===== src/rtl/mem_arbiter.sv =====
// Shares one word-addressed memory between instruction fetch and the load/store stage.
// Data accesses win arbitration; each grant holds the address stable for MEM_LATENCY cycles.
module mem_arbiter #(
  parameter int MEM_LATENCY = 2,
  parameter int CNT_W       = 4
) (
  input  logic        clk,
  input  logic        rst,
  input  logic        if_req,
  input  logic [31:0] if_addr,
  output logic [31:0] if_inst,
  output logic        if_ready,
  input  logic        dm_rd_en,
  input  logic        dm_wr_en,
  input  logic [31:0] dm_addr,
  input  logic [31:0] dm_wdata,
  output logic [31:0] dm_rdata,
  output logic        dm_ready,
  output logic        mem_en,
  output logic        mem_we,
  output logic [31:0] mem_addr,
  output logic [31:0] mem_wdata,
  input  logic [31:0] mem_rdata,
  output logic        freeze
);

  localparam logic [1:0] S_IDLE   = 2'd0;
  localparam logic [1:0] S_ACCESS = 2'd1;
  localparam logic [1:0] S_DONE   = 2'd2;

  localparam logic [CNT_W-1:0] CNT_LOAD = CNT_W'(MEM_LATENCY - 1);

  logic [1:0]       state_reg;
  logic [CNT_W-1:0] cnt_reg;
  logic             owner_reg;   // 0 = fetch, 1 = data
  logic             wr_reg;
  logic [31:0]      addr_reg;
  logic [31:0]      wdata_reg;
  logic [31:0]      if_inst_reg;
  logic [31:0]      dm_rdata_reg;
  logic             dm_req;

  assign dm_req = dm_rd_en | dm_wr_en;

  always_ff @(posedge clk) begin
    if (rst) begin
      state_reg    <= S_IDLE;
      cnt_reg      <= '0;
      owner_reg    <= 1'b0;
      wr_reg       <= 1'b0;
      addr_reg     <= '0;
      wdata_reg    <= '0;
      if_inst_reg  <= '0;
      dm_rdata_reg <= '0;
    end else begin
      case (state_reg)
        S_IDLE: begin
          // Data request is from the older instruction, so it goes first.
          if (dm_req) begin
            owner_reg <= 1'b1;
            addr_reg  <= {dm_addr[31:2], 2'b00};
            wdata_reg <= dm_wdata;
            wr_reg    <= dm_wr_en;
            cnt_reg   <= CNT_LOAD;
            state_reg <= S_ACCESS;
          end else if (if_req) begin
            owner_reg <= 1'b0;
            addr_reg  <= {if_addr[31:2], 2'b00};
            wdata_reg <= dm_wdata;
            wr_reg    <= dm_wr_en;
            cnt_reg   <= CNT_LOAD;
            state_reg <= S_ACCESS;
          end
        end
        S_ACCESS: begin
          if (cnt_reg != '0) begin
            cnt_reg <= cnt_reg - 1'b1;
          end else begin
            if (owner_reg) dm_rdata_reg <= mem_rdata;
            else           if_inst_reg  <= mem_rdata;
            state_reg <= S_DONE;
          end
        end
        S_DONE:  state_reg <= S_IDLE;
        default: state_reg <= S_IDLE;
      endcase
    end
  end

  assign mem_en    = (state_reg == S_ACCESS);
  assign mem_we    = mem_en & wr_reg & owner_reg;
  assign mem_addr  = addr_reg;
  assign mem_wdata = wdata_reg;
  assign if_ready  = (state_reg == S_DONE) & ~owner_reg;
  assign dm_ready  = (state_reg == S_DONE) & owner_reg;
  assign if_inst   = if_inst_reg;
  assign dm_rdata  = dm_rdata_reg;
  assign freeze    = (if_req & ~if_ready) | (dm_req & ~dm_ready);

endmodule


===== config.mk =====
export PLATFORM = sky130hd
export DESIGN_NAME = mem_arbiter
export DESIGN_NICKNAME = d
export VERILOG_FILES = /design/src/rtl/mem_arbiter.sv
export SDC_FILE = /design/constraint.sdc
export NUM_CORES = 1
export LEC_CHECK = 0
export ABC_AREA = 1
export CELL_PAD_IN_SITES_DETAIL_PLACEMENT = 2
export CELL_PAD_IN_SITES_GLOBAL_PLACEMENT = 2
export CORE_MARGIN = 3
export CORE_UTILIZATION = 30
export DETAILED_ROUTE_END_ITERATION = 12
export DONT_BUFFER_PORTS = 1
export HOLD_SLACK_MARGIN = 0.15
export PLACE_DENSITY_LB_ADDON = 0.1
export SLEW_MARGIN = 20
export SYNTH_ARGS = -nofsm -noshare
export SYNTH_HDL_FRONTEND = slang
export SYNTH_SLANG_ARGS = --single-unit

===== constraint.sdc =====
create_clock -name clk -period 1.5 [get_ports clk]
set_input_delay 0.3 -clock clk [delete_from_list [all_inputs] [get_ports clk]]
set_output_delay 0.3 -clock clk [all_outputs]
set_load 0.01 [all_outputs]

Yosys cells after proc, flatten, opt, wreduce, memory -nomap -nowiden --
Index checks and enable logic that the tools add are counted. W data, S select, Z words.
Operators by class: $add $sub $neg 1, reduce and logical (&&, ||, !) cells 9, mux-type cells 16, equal/unequal tests 5, bitwise logic cells 12
Operator list (number):
- $mux W32 | 4
- $mux W4 | 3
- $reduce_and A3 Y1 | 3
- $pmux W4 S2 | 1
- $and A1 B1 Y1 | 6
- $mux W2 | 3
- $mux W1 | 4
- $not A1 Y1 | 4
- $pmux W2 S2 | 1
- $reduce_and A2 Y1 | 2
- $reduce_bool A2 Y1 | 2
- $reduce_bool A4 Y1 | 1
- $sub A4 B1 Y4 const B | 1
- $ne A3 B3 Y1 const B | 1
- $eq A2 B1 Y1 const B | 1
- $eq A2 B2 Y1 const B | 1
- $logic_not A2 Y1 | 1
- $ne A2 B1 Y1 const B | 1
- $ne A2 B2 Y1 const B | 1
- $or A1 B1 Y1 | 2
Word-level totals: register bits 136

Longest topological paths before layout --
word-level depth 5, mapped depth 8

Worst setup path before layout --
Ideal clock, no wire load.
kind register -> output, start register owner_reg, end output port mem_we, cell stages (with the launch flop) 5, setup slack 0.170 ns, arrival time 1.030 ns, required time 1.200 ns, path through dfxtp_1 > buf_2 > inv_2 > clkbuf_1 > nor3_1
Between the ends: longest elaborated chain between the ends 1
Ends and longest elaborated chain:
- start: declaration | line 35 | logic owner_reg;
- start signal: assignment | line 49 | owner_reg <= 1'b0;
- start signal: assignment | line 60 | owner_reg <= 1'b1;
- start signal: assignment | line 67 | owner_reg <= 1'b0;
- $and A1 B1 Y1 | line 91 | assign mem_we = mem_en & wr_reg & owner_reg;
- end: declaration | line 20 | output logic mem_we,
Every way passes these cells.

Worst setup path after layout --
start register cnt_reg[1], end register dm_rdata_reg[15], in the netlist dm_rdata[15]
Between the ends: longest elaborated chain between the ends 3
Ends and longest elaborated chain:
- start: declaration | line 34 | logic [CNT_W-1:0] cnt_reg;
- start signal: assignment | line 77 | cnt_reg <= cnt_reg - 1'b1;
- $reduce_bool A4 Y1 | line 76 | if (cnt_reg != '0) begin
- $not A1 Y1 (no source line)
- $reduce_and A3 Y1 (no source line)
- end signal: assignment | line 79 | if (owner_reg) dm_rdata_reg <= mem_rdata;
- end: declaration | line 40 | logic [31:0] dm_rdata_reg;
Every way passes these cells. A chain may end at the register's enable or synchronous reset.

==> results.ini <==
[status]
outcome=finished with violations
failed_checks=hold timing, setup timing

[route]
drc_errors=0
routed-wl-met2_mm=12.8
wl_per_cell_um=24.2
viasPerCell=5.40
drt-initial-drc-count=196
wl_met1_mm=9.72
dr_wl_met3_mm=1.99
num_vias=5558
antenna_left=0
wirelength_mm=24.9
top_layer=met4
drt_pass1_iterations=4

[logic_synthesis]
yosysWarnings=0
synthesis.area_um2=5450
syn_inst=735
syn_area_per_cell_um2=7.42
synth_area_leaders=dfxtp_1 (49%), nand2_1 (9.4%), nor2_1 (9.4%), o21ai_0 (7.7%), nand4_1 (7.3%)
synth_cell_types=23
synth_area_leader_cell=dfxtp_1
synth-seq-cells=134
synth_top_area_share_pct=49.2
synth_seq_area_share_pct=49.2

[clock_tree]
numCtsBuffers=17
clk_latency_ns=0.42
cts_num_sinks=134
cts_tree=yes
cts.htree.levels=4
postCtsHoldBufs=47
cts-root-buf=clkbuf_16
cts.clk_slew.worst_paths_ns=0.07
cts_buffer_depth=2

[power]
ir_drop_mv=0.845
p_leak_uw=0.00303
power_density_nw_per_um2=1640

[sta]
slew_violations=0
fin_crit_ns=1.71
tns_ns=-9.28
fin_skew_ns=0.0127
hold_viol=28
rsz0062_at_grt=yes
fmax_mhz=585
timing.hold.ws_ns=-0.0579
worst_slack_ns=-0.210
setup_violations=69
period_share_pct=114

[floorplanning]
rows=48
die_area_um2=19800
die_w_um=141
core_um2=17500
initial_core_util_pct=31.1
ioPinCount=266
die_y_um=141

[finish]
post-route-util_pct=45.9
syn_to_final_growth_pct=47.6
final_cell_mix=nor2_1 (137), dfxtp_1 (130), o21ai_0 (84)
final_common_cell=nor2_1
drive_above_1_share_pct=29.2
nNetsFinal=926
fillers=1841

[critical_path]
reg2reg_slack_ns=-0.21
startpoint_type=flop
crit_required_ns=1.80
critPathCaptureType=flop
arrival_ns=2.01
cp_max_fo=8
crit_type=flop to flop

[grt]
grt_antenna_before_repair=1
grt_pass1_wl_mm=33.0
grt_max_degree=70
overflow=0
grt_use_total_pct=20.9
grt_pass1_vias=5857

[placed_design]
gp_congestion=0.765
dp_hpwl_mm=13.2
port_buffers=0
dp_slack_ns=0.0212

[run]
drv_cap=0

[worst_hold_path]
min_path_type=input port to flop

==> metal layers <==
metal / GRT usage (%) / vias to the layer above
li1: - / 2579
met1: 23.7 / 2765
met2: 35.9 / 190
met3: 7.97 / 24
met4: 7.04 / 0
met5: 0 / -
==> repair_timing <==
action,4_1_cts,5_1_grt
endpoints found under the hold margin,115,68
setup endpoints to repair,5,74
pin swaps,1,43
gates cloned,3,16
resized for setup,13,194
setup buffers,7,10
==> final timing paths <==
check / startpoint / to / cells after the start
max: cnt_reg[1]$_SDFFE_PP0P_ / dm_rdata[15]$_SDFFE_PP0P_ / 9
min: rst / if_inst[0]$_SDFFE_PP0P_ / 1
max reg2reg: cnt_reg[1]$_SDFFE_PP0P_ / dm_rdata[15]$_SDFFE_PP0P_ / 9
min reg2reg: wr_reg$_SDFFE_PP0P_ / wr_reg$_SDFFE_PP0P_ / 2
==> Yosys cell counts, drive strengths merged <==
cell type,n
buf,38
o22ai,1
conb,1
dfxtp,134
nor3,4
nand4,64
ha,2
nor2,140
a21oi,67
clkbuf,28
o21ai,93
inv,15
nand3,8
nand2,140
==> final cells by class <==
type	instances	area, um^2	area share (%)
clock inverter	12	165	2.05
inverter	15	61.3	0.762
tap	225	282	3.50
multi-input combinational	521	3060	38.1
antenna	1	2.50	0.0311
sequential	134	2690	33.5
clock buffer	20	457	5.68
timing repair buffer	102	1320	16.4
==> critical path, cell delays in order (launching register included) <==
cell and delay, ns:
dfxtp_2 0.33, inv_2 0.09, ha_4 0.16, nand2_4 0.05, nor2_4 0.25, buf_12 0.16, nand3_4 0.16, clkbuf_16 0.26
nand2_4 0.07, a21oi_2 0.07
==> cell families after synthesis <==
| kind of cell | synth area share [%] |
|---|---|
| AO/OA/AOI/OAI | 14.8 |
| adder cells (fa/ha/maj) | 0.459 |
| buffers and inverters | 7.21 |
| flip-flops | 49.2 |
| other | 0.0688 |
| AND/OR/NAND/NOR | 28.3 |
==> where the power goes <==
part           total, uW  internal, uW  switching [uW]
Combinational       4050          1820            2230
Sequential          4710          4050             663
Clock               4420          2730            1690
Total              13200          8600            4580
==> through the flow <==
stage / std cells / power (uW) / instance area, um^2
floorplan: 736 / 6260 / 5460
CTS: 1005 / 11800 / 6950
global placement: 916 / 6840 / 5660
finish: 1030 / 13200 / 8050
detailed placement: 916 / 7000 / 5660
global route: 1030 / 13900 / 8050
(Power assumes the default switching activity.)
